===== src/rtl/vga_timing_pkg.sv =====
// -----------------------------------------------------------------------------
// vga_timing_pkg
// Shared constants for the VGA timing generator. It holds the 640x480@60
// default geometry, the derived line and frame totals, and the coordinate
// width and type that the timing generator and its consumers use.
// -----------------------------------------------------------------------------
package vga_timing_pkg;

    localparam int COORD_W = 10;
    typedef logic [COORD_W-1:0] coord_t;

    // 640x480@60 defaults. All values are in pixels or lines.
    localparam int DEF_H_DISPLAY = 640;
    localparam int DEF_H_FRONT   = 16;
    localparam int DEF_H_SYNC    = 96;
    localparam int DEF_H_BACK    = 48;
    localparam int DEF_V_DISPLAY = 480;
    localparam int DEF_V_FRONT   = 10;
    localparam int DEF_V_SYNC    = 2;
    localparam int DEF_V_BACK    = 33;

    localparam int DEF_H_TOTAL = DEF_H_DISPLAY + DEF_H_FRONT + DEF_H_SYNC + DEF_H_BACK;
    localparam int DEF_V_TOTAL = DEF_V_DISPLAY + DEF_V_FRONT + DEF_V_SYNC + DEF_V_BACK;

endpackage


===== src/rtl/pix_tick_div.sv =====
// -----------------------------------------------------------------------------
// pix_tick_div
// Pixel-clock prescaler. It counts system clocks from 0 to CLK_DIV-1 and
// then wraps. p_tick is high for the single clock in which the counter sits
// at its last value.
// Ports:
//   clk     in   system clock
//   reset_n in   asynchronous active-low reset (counter -> 0)
//   p_tick  out  one-clk pixel enable, every CLK_DIV clks
// -----------------------------------------------------------------------------
module pix_tick_div #(
    parameter int CLK_DIV = 4
) (
    input  logic clk,
    input  logic reset_n,
    output logic p_tick
);

    localparam int CW = $clog2(CLK_DIV);
    localparam logic [CW-1:0] DIV_LAST = CW'(CLK_DIV - 1);

    logic [CW-1:0] r_div_cnt;
    logic          w_last;

    assign w_last = (r_div_cnt == DIV_LAST);
    assign p_tick = w_last;

    always_ff @(posedge clk or negedge reset_n) begin
        if (!reset_n)    r_div_cnt <= '0;
        else if (w_last) r_div_cnt <= '0;
        else             r_div_cnt <= r_div_cnt + 1'b1;
    end

endmodule


===== src/rtl/vga_timing_gen.sv =====
// -----------------------------------------------------------------------------
// vga_timing_gen
// Free-running VGA pixel-timing source. It produces the pixel enable, the
// current pixel coordinate, registered active-low sync signals, video_on, and
// a pulse that marks the start of vertical blanking.
// Ports:
//   clk        in   system clock (only clock)
//   reset_n    in   asynchronous active-low reset
//   p_tick     out  pixel enable, one clk in every CLK_DIV
//   x, y       out  current column / line (10 bit)
//   hsync      out  horizontal sync, active low
//   vsync      out  vertical sync, active low
//   video_on   out  inside the visible area
//   frame_tick out  one-clk pulse when the pixel at (0, V_DISPLAY) is ticked
// -----------------------------------------------------------------------------
module vga_timing_gen
    import vga_timing_pkg::*;
#(
    parameter int CLK_DIV   = 4,
    parameter int H_DISPLAY = DEF_H_DISPLAY,
    parameter int H_FRONT   = DEF_H_FRONT,
    parameter int H_SYNC    = DEF_H_SYNC,
    parameter int H_BACK    = DEF_H_BACK,
    parameter int V_DISPLAY = DEF_V_DISPLAY,
    parameter int V_FRONT   = DEF_V_FRONT,
    parameter int V_SYNC    = DEF_V_SYNC,
    parameter int V_BACK    = DEF_V_BACK
) (
    input  logic               clk,
    input  logic               reset_n,
    output logic               p_tick,
    output logic [COORD_W-1:0] x,
    output logic [COORD_W-1:0] y,
    output logic               hsync,
    output logic               vsync,
    output logic               video_on,
    output logic               frame_tick
);

    localparam int H_TOTAL = H_DISPLAY + H_FRONT + H_SYNC + H_BACK;
    localparam int V_TOTAL = V_DISPLAY + V_FRONT + V_SYNC + V_BACK;

    localparam coord_t H_LAST   = coord_t'(H_TOTAL - 1);
    localparam coord_t V_LAST   = coord_t'(V_TOTAL - 1);
    localparam coord_t V_BLANK0 = coord_t'(V_DISPLAY);

    // The window bounds use one extra bit so that a sync pulse ending exactly
    // at a total of 1024 does not wrap to zero.
    localparam logic [COORD_W:0] H_VIS    = (COORD_W+1)'(H_DISPLAY);
    localparam logic [COORD_W:0] V_VIS    = (COORD_W+1)'(V_DISPLAY);
    localparam logic [COORD_W:0] HS_START = (COORD_W+1)'(H_DISPLAY + H_FRONT);
    localparam logic [COORD_W:0] HS_END   = (COORD_W+1)'(H_DISPLAY + H_FRONT + H_SYNC);
    localparam logic [COORD_W:0] VS_START = (COORD_W+1)'(V_DISPLAY + V_FRONT);
    localparam logic [COORD_W:0] VS_END   = (COORD_W+1)'(V_DISPLAY + V_FRONT + V_SYNC);

    logic   w_p_tick;
    coord_t r_x, r_y;
    coord_t w_x_nxt, w_y_nxt;
    logic   r_hsync, r_vsync, r_video_on;
    logic   w_hsync_nxt, w_vsync_nxt, w_video_on_nxt;

    pix_tick_div #(.CLK_DIV(CLK_DIV)) u_div (
        .clk     (clk),
        .reset_n (reset_n),
        .p_tick  (w_p_tick)
    );

    // Next raster position. It holds between pixel ticks, so the registered
    // decodes below also hold between ticks.
    always_comb begin
        w_x_nxt = r_x;
        w_y_nxt = r_y;
        if (w_p_tick) begin
            if (r_x == H_LAST) begin
                w_x_nxt = '0;
                w_y_nxt = (r_y == V_LAST) ? '0 : r_y + 1'b1;
            end else begin
                w_x_nxt = r_x + 1'b1;
            end
        end
    end

    // The sync and video decodes use the next position. They are registered
    // alongside x/y so that all of these outputs change on the same edge.
    always_comb begin
        w_hsync_nxt    = !(({1'b0, w_x_nxt} >= HS_START) && ({1'b0, w_x_nxt} < HS_END));
        w_vsync_nxt    = !(({1'b0, w_y_nxt} >= VS_START) && ({1'b0, w_y_nxt} < VS_END));
        w_video_on_nxt = ({1'b0, w_x_nxt} < H_VIS) && ({1'b0, w_y_nxt} < V_VIS);
    end

    always_ff @(posedge clk or negedge reset_n) begin
        if (!reset_n) begin
            r_x        <= '0;
            r_y        <= '0;
            r_hsync    <= 1'b1;
            r_vsync    <= 1'b1;
            r_video_on <= 1'b1;
        end else begin
            r_x        <= w_x_nxt;
            r_y        <= w_y_nxt;
            r_hsync    <= w_hsync_nxt;
            r_vsync    <= w_vsync_nxt;
            r_video_on <= w_video_on_nxt;
        end
    end

    assign p_tick     = w_p_tick;
    assign x          = r_x;
    assign y          = r_y;
    assign hsync      = r_hsync;
    assign vsync      = r_vsync;
    assign video_on   = r_video_on;
    // This pulse is decoded only from registers, so it fires once per frame at
    // the first pixel tick of the first blanking line.
    assign frame_tick = w_p_tick && (r_x == '0) && (r_y == V_BLANK0);

endmodule


===== config.mk =====
export PLATFORM = sky130hd
export DESIGN_NAME = vga_timing_gen
export DESIGN_NICKNAME = d
export VERILOG_FILES = /design/src/rtl/vga_timing_pkg.sv /design/src/rtl/pix_tick_div.sv /design/src/rtl/vga_timing_gen.sv
export SDC_FILE = /design/constraint.sdc
export NUM_CORES = 1
export LEC_CHECK = 0
export ABC_AREA = 1
export CORE_AREA = 8 8 64 66
export CTS_BUF_LIST = sky130_fd_sc_hd__clkbuf_16
export CTS_CLUSTER_SIZE = 16
export DETAILED_ROUTE_END_ITERATION = 12
export DIE_AREA = 0 0 72 74
export PLACE_DENSITY = 0.77
export SYNTH_ARGS = -nofsm -noshare
export SYNTH_HDL_FRONTEND = slang
export SYNTH_HIERARCHICAL = 1
export SYNTH_SLANG_ARGS = --single-unit

===== constraint.sdc =====
create_clock -name clk -period 2 [get_ports clk]
set_input_delay 0.6 -clock clk [delete_from_list [all_inputs] [get_ports clk]]
set_output_delay 0.6 -clock clk [all_outputs]
set_load 0.05 [all_outputs]

==> results of run 1 <==
## worst max-delay path by stage
stage,start,to,slack [ns],depth (start not counted)
5_1_grt,x[0],frame_tick,-0.29,7
3_3_place_gp,x[0],frame_tick,-0.08,7
6_report,x[0],frame_tick,-0.22,7
3_5_place_dp,x[0],frame_tick,-0.17,7
4_1_cts,x[0],frame_tick,-0.21,7
2_1_floorplan,u_div/r_div_cnt[0],frame_tick,-0.42,7
## where the power goes
group / total (mW) / internal, mW / switching [mW]
Clock: 0.449 / 0.269 / 0.179
Combinational: 0.0127 / 0.00300 / 0.00969
Sequential: 0.506 / 0.506 / 0
## Yosys cell counts (all sizes together) (2+ instances only)
cell / number / share of area
ha: 5 / 0.040
o21ai: 7 / 0.025
nor3: 7 / 0.033
dfstp: 3 / 0.051
buf: 2 / 0.0064
xor2: 4 / 0.022
nand3: 20 / 0.071
nor2: 22 / 0.061
nand2: 62 / 0.16
inv: 38 / 0.091
clkinv: 2 / 0.0056
nand4: 11 / 0.044
dfrtp: 22 / 0.35
## logic make-up (layout without fill, tap and decap cells)
kind of cell,Yosys count,count (layout),share of synthesized area
AOI/OAI and AO/OA,9,9,0.0329
xor gates and xnor gates,5,5,0.0281
adders and majority gates,5,5,0.0401
buffers and inverters,42,94,0.104
DFF,25,25,0.404
and+or+nand+nor,126,126,0.392
## what timing repair did
action                                  CTS  global route
hold buffers                              0             0
endpoints found under the setup margin    1             5
gates resized for setup                  15             9
endpoints found under the hold margin     0             0
buffers inserted                          3             4
pin swaps                                 7             8
## state kept, by name, indices dropped and copies added (netlist names)
name / cells
vsync: 1
video_on: 1
hsync: 1
x: 10
u_div/r_div_cnt: 2
y: 10
## routing by layer
layer | track usage | up-vias | share of wire
met4 | 0.0703 | 0 | 0.0096
met5 | 0 | - | 0
li1 | - | 773 | -
met1 | 0.195 | 711 | 0.43
met3 | 0.0323 | 4 | 0.047
met2 | 0.278 | 48 | 0.52
## cell type report
type / instances / area (sq um)
fill: 232 / 888
multi-input combinational: 145 / 885
sequential: 25 / 632
timing repair buffer: 50 / 485
inverter: 40 / 151
clock buffer: 3 / 75.1
tap: 46 / 57.6
clock inverter: 1 / 5.00
==> impl_metrics.yaml, run 1 <==
sta:
  fmax_mhz: 451
  period_share: 1.11
  min_period_ns: 2.22
  worstMarginPinSlew_ns: 0.397
  rsz0062_at_grt: "yes"
  clock_skew_ns: 0.00140
  fin_hold_ws_ns: 0.478
  setup_viol_count_final: 1
  maxSlewViolCount: 0
  relSlewSlack: 0.733
  fin_tns_setup_ns: -0.217
  hold_viol: 0
  fin_ws_ns: -0.217
clock_tree:
  path_clk_slew_ns: 0.06
  htreeDepth: 1
  cts_root_buf: "clkbuf_16"
  clock_latency_ns: 0.26
  cts.sinks: 25
  clockBufferDepth: 2
  cts_tree: "yes"
  numCtsBuffers: 3
pwr:
  cellLeakagePower_nw: 1.17
  power.total_mw: 0.967
  ir_drop_uv: 338
  power_density_mw_per_mm2: 422
yosys:
  syn_area_sq_mm: 0.00156
  ys_seq_area_frac: 0.404
  synth_nets: 219
  ys_warn_count: 6
  synth.distinct_cells: 31
  syn-instance-count: 212
  syn_area_per_cell_sq_um: 7.35
  synth_edf_count: 0
  async_flop_share: 1.00
  ys.flop_type: "dfrtp_1"
  ys_ff_latch: 25
finish:
  final_area_sq_mm: 0.00229
  diodes: 0
  layout-drive-gt1-share: 0.341
  syn2layout_area_growth_pct: 47.0
  fin_nets: 272
  final_common_cell: "nand2_1"
  final_cell_mix: "nand2_1, buf_4, inv_1, dfrtp_1, nor2_1"
  fin_cells: 310
  utilization: 0.721
placed_design:
  hpwl_mm: 3.01
  dp_slack_ns: -0.170
  gp_congestion: 0.848
  place_area_sq_mm: 0.00206
  place.port_buffers: 26
  place_inst: 299
detailed_routing:
  vias: 1536
  drt_iter0_drc: 118
  first_pass_iters: 4
  wire_per_inst_um: 13.4
  wl_mm: 4.17
  via_per_inst: 4.95
  drc: 0
  ant_nets: 0
worst_setup_path:
  r2r_setup_slack_ns: 0.12
  critPathTopFamily: "simple AND/OR/NAND/NOR gates"
  reg2regPathDepth: 14
  reg2reg_to: "vsync"
  crit_chain: "inv_2, ha_4, nand2_4, nor3_4, nand3_2, nor4_4, buf_12"
  startpoint_type: "register"
  cp_slowest_cell: "dfrtp_2"
  cp.arrival_ns: 1.62
  critPathCaptureType: "primary output"
  max_stage_delay_ns: 0.41
  crit_type: "register to primary output"
  r2r_start: "x[0]"
  crit_fanout: 2
  crit_buf_inv: 2
  crit_required_ns: 1.40
hold_path:
  min_to: "u_div/r_div_cnt[0]"
  hp-start: "u_div/r_div_cnt[0]"
  min_path_type: "register to register"
  min_path_cells: 1
job:
  cap_violations: 0
floorplanning:
  die_area_sq_mm: 0.00533
  start_util: 0.490
  rows: 21
  die_x_um: 72
  die_height_um: 74
  core_area_sq_mm: 0.00318
  ios: 27
global_routing:
  grt_overflow: 0
  grt_usage: 0.163
  grt_max_degree: 26
  grt_pass1_wl_mm: 6.89
  antenna_found_initial: 0
  grt_pass1_vias: 1508
status:
  violations: "negative setup slack"
  outcome: "finished, violations left"
No activity file was read; power rests on OpenSTA's default activity.
==> run 2, diff against run 1 <==
- PLACE_DENSITY: 0.77 -> default
- PLACE_DENSITY_LB_ADDON: default -> 0.15
- REMOVE_ABC_BUFFERS: default -> 1
==> impl_metrics.yaml, run 2 (synthesis gave the netlist of run 1 again) <==
status:
  outcome: "finished, violations left"
  violations: "negative setup slack"
finish:
  fin_nets: 266
  layout-drive-gt1-share: 0.267
  final_area_sq_mm: 0.00217
  diodes: 0
  syn2layout_area_growth_pct: 39.4
  final_common_cell: "nand2_1"
  final_cell_mix: "nand2_1, inv_1, buf_4, dfrtp_1, nor2_1"
global_routing:
  grt_max_degree: 26
  grt_usage: 0.149
  grt_overflow: 0
  grt_pass1_wl_mm: 6.44
  antenna_found_initial: 0
  grt_pass1_vias: 1494
sta:
  fin_ws_ns: -0.188
  fin_hold_ws_ns: 0.440
  worstMarginPinSlew_ns: 0.319
  min_period_ns: 2.19
  rsz0062_at_grt: "yes"
  maxSlewViolCount: 0
  relSlewSlack: 0.787
  setup_viol_count_final: 1
  clock_skew_ns: 0.00203
  hold_viol: 0
  period_share: 1.09
  fmax_mhz: 457
  fin_tns_setup_ns: -0.188
worst_setup_path:
  cp.arrival_ns: 1.59
  crit_fanout: 3
  r2r_setup_slack_ns: 0.17
  crit_buf_inv: 3
  max_stage_delay_ns: 0.39
  crit_chain: "inv_2, ha_4, nor4b_4, nand3_1, nor4_2, buf_4, buf_12"
  critPathLaunch: "y[0]"
  cp_slowest_cell: "dfrtp_1"
  critPathCaptureType: "primary output"
  startpoint_type: "register"
  crit_type: "register to primary output"
  r2r_start: "u_div/r_div_cnt[0]"
  crit_path_end: "frame_tick"
  reg2reg_to: "hsync"
  critPathTopFamily: "simple AND/OR/NAND/NOR gates"
  cp.depth: 7
  reg2regPathDepth: 9
  crit_required_ns: 1.40
clock_tree:
  clock_latency_ns: 0.26
  clockBufferDepth: 2
  htreeDepth: 1
  cts.sinks: 25
  cts_tree: "yes"
  numCtsBuffers: 3
  hold_buffers: 0
  path_clk_slew_ns: 0.06
  cts_root_buf: "clkbuf_16"
detailed_routing:
  drc: 0
  via_per_inst: 5.01
  drt_iter0_drc: 116
  wl_mm: 3.85
  first_pass_iters: 4
  vias: 1523
  ant_nets: 0
  wire_per_inst_um: 12.7
floorplanning:
  rows: 21
  die_height_um: 74
  start_util: 0.490
  ios: 27
  core_area_sq_mm: 0.00318
  die_area_sq_mm: 0.00533
  die_x_um: 72
pwr:
  power_density_mw_per_mm2: 437
  clkPwrFrac: 0.454
  internal_power_mw: 0.776
  cellLeakagePower_nw: 1.15
  pwr-share-comb: 0.013
  swShare: 0.183
  ir_drop_uv: 358
  switchingPower_mw: 0.173
  p_seq_frac: 0.533
placed_design:
  gp_congestion: 0.892
  place.port_buffers: 26
  dp_slack_ns: -0.0819
  place_area_sq_mm: 0.00204
  hpwl_mm: 3.02
hold_path:
  min_path_type: "register to register"
  hp-start: "u_div/r_div_cnt[0]"
job:
  cap_violations: 0
run 2: worst min path at each step:
| stage | endpoint | slack (ns) | cells after the start |
|---|---|---|---|
| after detailed placement | u_div/r_div_cnt[0] | 0.43 | 1 |
| after global routing | u_div/r_div_cnt[0] | 0.48 | 1 |
| after CTS | u_div/r_div_cnt[0] | 0.44 | 1 |
| final | u_div/r_div_cnt[0] | 0.44 | 1 |
| after global placement | u_div/r_div_cnt[0] | 0.42 | 1 |
| after floorplan | u_div/r_div_cnt[0] | 0.30 | 0 |
run 2: cell type report:
class / count / area [sq um]
Fill cell: 264 / 1010
Sequential cell: 25 / 629
Timing Repair Buffer: 44 / 449
Tap cell: 46 / 57.6
Clock buffer: 3 / 75.1
Multi-Input combinational cell: 145 / 807
Clock inverter: 1 / 3.75
Inverter: 40 / 151
run 2: metal layers:
layer,track usage,vias up,share of wire
li1,-,768,-
met3,0.0323,4,0.054
met2,0.280,33,0.52
met4,0.0476,0,0.0088
met1,0.163,718,0.42
met5,0,-,0
run 2: timing repair:
action / 4_1_cts / 5_1_grt
setup endpoints to repair: 1 / 4
resized for setup: 4 / 4
setup buffers: 0 / 1
pin swaps: 0 / 2
run 2: per-stage QoR:
stage / power, mW / utilization / cells
after global routing: 0.979 / 0.684 / 304
final: 0.949 / 0.684 / 304
after floorplan: 0.515 / - / 210
after CTS: 0.975 / 0.672 / 304
after detailed placement: 0.529 / 0.641 / 300
after global placement: 0.529 / 0.641 / 300
run 2: power by group through the flow:
| stage | clock, mW | combinational, mW | sequential, mW |
|---|---|---|---|
| global route | 0.458 | 0.0152 | 0.506 |
| detailed placement | 0 | 0.0139 | 0.515 |
| finish | 0.431 | 0.0126 | 0.506 |
| global placement | 0 | 0.0137 | 0.515 |
| CTS | 0.455 | 0.0139 | 0.506 |
| floorplan | 0 | 0.000000496 | 0.515 |
run 2: worst register-to-register path: cells and delay by family, from the launching register on:
kind | cells | cell delay [ns]
AND/OR/NAND/NOR | 6 | 0.86
flip-flops | 1 | 0.35
buffers and inverters | 1 | 0.22
adder cells (fa/ha/maj) | 1 | 0.18
AO/OA/AOI/OAI | 1 | 0.15
